### src/rtl/uart_rx.sv
// UART receiver: oversampled start/data/parity/stop framing with one-cycle result pulses.
// Optional feature macro UART_RX_MAJORITY_VOTE_EN: 2-of-3 vote around each bit centre.
module uart_rx #(
  parameter int width = 8
) (
  input  logic             CLK,
  input  logic             Reset,
  input  logic             RX_IN,
  input  logic [5:0]       Prescale,
  input  logic             Parity_EN,
  input  logic             Parity_type,
  output logic [width-1:0] Data_out,
  output logic             Data_valid,
  output logic             Parity_error,
  output logic             Stop_error
);
  localparam int BCW = (width > 1) ? $clog2(width) : 1;
  localparam logic [BCW-1:0] LAST_BIT = BCW'(width - 1);

  typedef enum logic [2:0] {IDLE, START, DATA, PARITY, STOP} state_t;

  state_t           r_state, w_next;
  logic [5:0]       r_prescale, r_edge_cnt;
  logic [BCW-1:0]   r_bit_cnt;
  logic             r_par_en, r_par_type, r_par_err, r_sample;
  logic [width-1:0] r_shift;
  logic [width:0]   w_shift_in;
  logic [5:0]       w_half, w_prescale_dec;
  logic             w_last, w_sample_en, w_sample;

  assign w_prescale_dec = (Prescale == 6'd16 || Prescale == 6'd32) ? Prescale : 6'd8;
  assign w_half         = {1'b0, r_prescale[5:1]};
  assign w_last         = (r_edge_cnt == r_prescale - 6'd1);
  assign w_shift_in     = {r_sample, r_shift};

`ifdef UART_RX_MAJORITY_VOTE_EN
  logic [1:0] r_vote;

  // The vote completes one edge after the centre, still well before the bit's last edge.
  assign w_sample_en = (r_edge_cnt == w_half + 6'd1);
  assign w_sample    = (r_vote[0] & r_vote[1]) | (r_vote[0] & RX_IN) | (r_vote[1] & RX_IN);

  always_ff @(posedge CLK or negedge Reset) begin
    if (!Reset) begin
      r_vote <= 2'b11;
    end else begin
      if (r_edge_cnt == w_half - 6'd1) r_vote[0] <= RX_IN;
      if (r_edge_cnt == w_half)        r_vote[1] <= RX_IN;
    end
  end
`else
  assign w_sample_en = (r_edge_cnt == w_half);
  assign w_sample    = RX_IN;
`endif

  always_ff @(posedge CLK or negedge Reset) begin
    // NOTE: non-blocking (<=) in clocked blocks so every register sees pre-edge values.
    if (!Reset) r_state <= IDLE;
    else        r_state <= w_next;
  end

  always_comb begin
    // NOTE: default assigned first so no path leaves w_next unassigned (no latch).
    w_next = r_state;
    case (r_state)
      IDLE:    if (!RX_IN) w_next = START;
      START:   if (w_last) w_next = r_sample ? IDLE : DATA;
      DATA:    if (w_last && r_bit_cnt == LAST_BIT) w_next = r_par_en ? PARITY : STOP;
      PARITY:  if (w_last) w_next = STOP;
      STOP:    if (w_last) w_next = IDLE;
      default: w_next = IDLE;
    endcase
  end

  always_ff @(posedge CLK or negedge Reset) begin
    if (!Reset) begin
      r_prescale   <= 6'd8;
      r_par_en     <= 1'b0;
      r_par_type   <= 1'b0;
      r_edge_cnt   <= '0;
      r_bit_cnt    <= '0;
      r_sample     <= 1'b1;
      r_shift      <= '0;
      r_par_err    <= 1'b0;
      Data_out     <= '0;
      Data_valid   <= 1'b0;
      Parity_error <= 1'b0;
      Stop_error   <= 1'b0;
    end else begin
      Data_valid   <= 1'b0;
      Parity_error <= 1'b0;
      Stop_error   <= 1'b0;
      if (w_sample_en) r_sample <= w_sample;

      if (r_state == IDLE) begin
        r_edge_cnt <= '0;
        r_bit_cnt  <= '0;
        r_par_err  <= 1'b0;
        // Frame settings freeze here; later input changes wait for the next frame.
        if (!RX_IN) begin
          r_prescale <= w_prescale_dec;
          r_par_en   <= Parity_EN;
          r_par_type <= Parity_type;
        end
      end else begin
        r_edge_cnt <= w_last ? 6'd0 : r_edge_cnt + 6'd1;
      end

      if (w_last) begin
        case (r_state)
          DATA: begin
            r_shift   <= w_shift_in[width:1];
            r_bit_cnt <= (r_bit_cnt == LAST_BIT) ? '0 : r_bit_cnt + 1'b1;
          end
          PARITY: r_par_err <= (r_sample != (^r_shift ^ r_par_type));
          STOP: begin
            if (!r_sample) begin
              Stop_error <= 1'b1;
            end else if (r_par_err) begin
              Parity_error <= 1'b1;
            end else begin
              Data_valid <= 1'b1;
              Data_out   <= r_shift;
            end
          end
          default: ;
        endcase
      end
    end
  end

endmodule
### config.mk
export PLATFORM = sky130hd
export DESIGN_NAME = uart_rx
export DESIGN_NICKNAME = d
export VERILOG_FILES = /design/src/rtl/uart_rx.sv
export SDC_FILE = /design/constraint.sdc
export NUM_CORES = 1
export LEC_CHECK = 0
export ABC_AREA = 1
export BUFFER_PORTS_ARGS = -buffer_cell sky130_fd_sc_hd__buf_2
export CAP_MARGIN = 15
export CORE_MARGIN = 4
export CORE_UTILIZATION = 50
export DETAILED_ROUTE_END_ITERATION = 10
export PLACE_DENSITY = 0.69
export SKIP_LAST_GASP = 1
export SYNTH_ARGS = -nofsm -noshare
export SYNTH_HDL_FRONTEND = slang
export SYNTH_SLANG_ARGS = --single-unit
### constraint.sdc
create_clock -name CLK -period 2.1 [get_ports CLK]
set_input_delay 0.42 -clock CLK [delete_from_list [all_inputs] [get_ports CLK]]
set_output_delay 0.42 -clock CLK [all_outputs]
set_load 0.02 [all_outputs]
After elaboration in Yosys (flattened, before gate mapping) --
Cells that the tools add are included.
Cells by class: div/mod/pow operators 0, multiplexer cells 29, add/subtract/negate cells 3, shifts and indexed selects 0, multipliers 0, reductions and logical operators 8, bitwise operators 3, $lt $le $gt $ge 0, equality and inequality tests 15
Operators with widths (number):
- $mux 3 | 10
- $mux 6 | 3
- $pmux 3 s5 | 1
- $mux 1 | 14
- $ne 2x2->1 const B | 5
- $reduce_xor 8->1 | 1
- $add 6x1->6 const B | 1
- $eq 3x2->1 const B | 2
- $eq 3x3->1 const B | 2
- $eq 6x5->1 | 1
- $eq 6x5->1 const B | 1
- $eq 6x6->1 | 1
- $eq 6x6->1 const B | 1
- $sub 6x1->6 const B | 1
- $reduce_and 5->1 | 1
- $reduce_and 2->1 | 2
- $reduce_and 4->1 | 1
- $add 3x1->3 const B | 1
- $eq 3x1->1 const B | 1
- $logic_not 3->1 | 1
- $mux 2 | 1
- $not 1->1 | 2
- $logic_and 1x1->1 | 1
- $logic_or 1x1->1 | 1
- 2 further kinds | 2
Word-level totals: memories 0, bits in latches 0, bits in writable memories 0, bits in read-only memories 0, bits in registers 41, word-level logic and storage cells 71

Longest topological paths before layout --
depth in word-level cells 5, depth in mapped cells 15

Worst setup path after synthesis --
No wires, ideal clock.
kind register to register, start point reg r_prescale[0], end point reg Data_out[6], required time 1.983 ns, cell stages (with the launch flop) 11, slack 0.361 ns, arrival 1.622 ns, library setup time 0.117 ns, cell sequence dfrtp_1 inv_1 ha_1 xnor2_1 nor2_4 nand3_4 nor2_8 nand3_4 buf_6 nand2_2 o21ai_2
On the way: word-level cells in the longest chain between the ends 3
Ends and longest elaborated chain:
- from (decl) | line 23 | logic [5:0] r_prescale, r_edge_cnt;
- from (signal assigned) | line 101 | r_prescale <= w_prescale_dec;
- $sub 6x1->6 | line 33 | assign w_last = (r_edge_cnt == r_prescale - 6'd1);
- $eq 6x6->1 | line 33
- $reduce_and 4->1 (no line)
- to (signal assigned) | line 123 | Data_out <= r_shift;
- to (decl) | line 12 | output logic [width-1:0] Data_out,
Every way passes these cells. A chain may end at the register's enable or synchronous reset.

Worst setup path in the final report --
start point reg r_prescale[0], end point reg r_shift[7]
On the way: word-level cells in the longest chain between the ends 3
Ends and longest elaborated chain:
- $sub 6x1->6 | line 33
- $eq 6x6->1 | line 33
- $reduce_and 2->1 (no line)
- to (signal assigned) | line 112 | r_shift <= w_shift_in[width:1];
- to (decl) | line 26 | logic [width-1:0] r_shift;
Every way passes these cells.

==> reports/results.ini <==
[detailed_routing]
drt_iter0_drc = 109
drc = 0
dr.pass1.iters = 4
wl_per_cell_um = 12.66
postRouteAntennaNets = 0
drt_wl_total_um = 4316
via_per_inst = 5.085
route.vias.total = 1734

[timing]
hold_viol = 0
fmax_mhz = 525.1
maxSlewHeadroom_pct = 65.33
final.min_clock_period_ps = 1904
slew_violations = 0
rsz0062_at_grt = true
fin_hold_ws_ps = 90.09
setup_viol = 0
worst_pin_slew_ps = 520.0
period_share_pct = 90.68
clock_skew_ps = 4.054
setup_slack_ps = 195.8

[setup_path]
required_ps = 2270
timing_worst_setup_path_type = flop to flop
cp_max_fo = 20
cp-end-kind = flop
arrival_ps = 2080
crit_path_start_kind = flop

[clocking]
postCtsSetupBuffers = 0
cts_buffers = 5
root_buffer = clkbuf_8
htreeDepth = 2
clk_pin_slew_ps = 80
cts_tree = yes
cts_sinks = 41
clkLatencyLatePin_ps = 290
cts_buffer_depth = 2

[logic_synthesis]
synth_edf_count = 0
synth_area_leaders = dfrtp_1 45%, nand2_1 13%, inv_1 5.5%, nor2_1 3.3%, nand3_1 3.2%
synth_cell_type_count = 31
synthFlopType = dfrtp_1
syn-num-nets = 278
synth_top_area_share_pct = 44.62
seq_area_frac_synth_pct = 47.03
syn_area_um2 = 2187
ys_seq_elements = 41
synth_most_common_cell = nand2_1
yosys.area.top_type = dfrtp_1
syn_inst = 263
async_reset_ff_share_pct = 100.0
synthTopCellsByCount = 75 x nand2_1, 39 x dfrtp_1, 32 x inv_1, 19 x nor2_1, 14 x nand3_1
avgSynthCellArea_um2 = 8.316
yosys_warnings = 0

[final_layout]
postLayoutCellArea_um2 = 2469
num-nets-final = 305
area_growth_pct = 12.87
drive_gt1_share_pct = 20.96
antenna_cells = 0

[die]
dieWidth_um = 74.14
start_util_pct = 53.15
rows = 23
ios = 22
core_area_um2 = 4115
die_area_um2 = 5496
die_h_um = 74.14

[power]
power_mw = 2.335
power_switching_uw = 831.4
p_int_mw = 1.504
switching_share_pct = 35.61
pwr-share-comb_pct = 29.0
seqPwrFrac_pct = 42.4
power.leakage_nw = 1.254
p_per_area_nw_per_um2 = 945.9
clock_power_share_pct = 28.6
ir_worst_vdd_v = 0.0005455

[run]
drv_cap = 0

[placement]
pre_cts_slack_ps = 190.1
routabilityCongestion = 0.8366
dp_hpwl_um = 3208
dpl-instance-area_um2 = 2349
port-buffer-count = 21

[grt]
grt_max_degree = 22
grt_pass1_vias = 1716
grt_pass1_wl_um = 7541
antenna_found_initial = 0
grt.overflow.total = 0
track_usage_pct = 17.94

[min_path]
hold_path_class = input pin to asynchronous set/reset pin

[status]
status = finished clean

-- worst paths after layout --
path / end / startpoint / cells after the start / slack (ps)
worst min-delay path: r_prescale[2]$_DFFE_PN0P_ / Reset / 1 / 90
worst max-delay path: r_shift[7]$_DFFE_PN0P_ / r_prescale[0]$_DFFE_PN0P_ / 13 / 200
min in group CLK: r_par_type$_DFFE_PN0P_ / Parity_type / 3 / 330
max in group asynchronous: Data_out[5]$_DFFE_PN0P_ / Reset / 2 / 1520
worst max register to register: r_shift[7]$_DFFE_PN0P_ / r_prescale[0]$_DFFE_PN0P_ / 13 / 200
worst min register to register: Data_out[0]$_DFFE_PN0P_ / Data_out[0]$_DFFE_PN0P_ / 2 / 480
-- placed cells by master (no fill, tap or decap), types with 3 or more instances in the layout --
cell      Yosys  routed
nand2_1      75      75
dfrtp_1      39      39
inv_1        32      32
buf_2         0      21
nor2_1       19      19
nand3_1      14      14
o21ai_0       9       9
o21ai_1       8       8
xnor2_1       7       7
o21ai_2       7       7
inv_2         6       6
clkbuf_8      0       6
nand2_2       5       5
nor3_1        5       5
nand4_1       4       4
ha_1          4       4
nor2_2        3       3
nand3_4       3       3
-- per-layer routing --
metal  part of all wire, %  up-vias  global-route usage, %
met4                   1.0        0                  6.841
met5                     0        -                      0
li1                      -      893                      -
met2                    45       31                  27.66
met1                    50      806                  24.29
met3                   3.9        4                  4.730
-- critical path, cell delays in order, from the launching register on --
cell,delay (ps)
dfrtp_1,420
inv_1,90
ha_1,220
inv_1,70
nand2_2,70
nand2_1,50
nand2_1,50
nand2_1,60
inv_2,70
nand3_4,90
nor2_8,180
nand3_4,240
nand2_1,130
o21ai_1,70
-- registers in the layout, summed over array words and instances (netlist names) --
name	cells
Data_out	8
r_par_type	1
r_edge_cnt	6
Stop_error	1
r_shift	8
r_state	3
r_bit_cnt	3
Parity_error	1
r_par_err	1
r_sample	1
Data_valid	1
r_prescale	6
r_par_en	1
-- power by group through the flow --
stage	clock network, mW	registers (mW)	logic [mW]
after floorplan	0	0.971	0.514
after global placement	0	0.999	0.669
after detailed placement	0	1.00	0.672
after CTS	0.684	0.988	0.679
after global routing	0.705	1.01	0.785
final	0.668	0.989	0.678
-- logic make-up after synthesis --
| group | synth area share, % |
|---|---|
| buffers and inverters | 8.295 |
| adders and majority gates | 2.288 |
| and+or+nand+nor | 29.00 |
| AOI/OAI and AO/OA | 9.782 |
| DFF | 47.03 |
| xor gates and xnor gates | 3.604 |
-- layout make-up --
cell class / count / area (um2)
clock buffers: 6 / 82.58
clock inverters: 2 / 37.54
fillers: 377 / 1647
inverters: 39 / 147.6
multi-input cells: 180 / 977.2
flip-flops and latches: 41 / 1028
well taps: 50 / 62.56
repair buffers: 23 / 132.6
-- repair_timing --
item,4_1_cts,5_1_grt
gates resized for setup,0,0
endpoints found under the setup margin,0,5
hold buffers,0,0
-- through the flow --
step	std cells	TNS (ps)	util, %
floorplan	263	0	-
global placement	333	0	57.07
finish	341	0	59.99
detailed placement	333	0	57.07
global route	341	-45.00	59.99
CTS	341	0	59.99
Note: power is estimated with default switching activity, not from simulation.
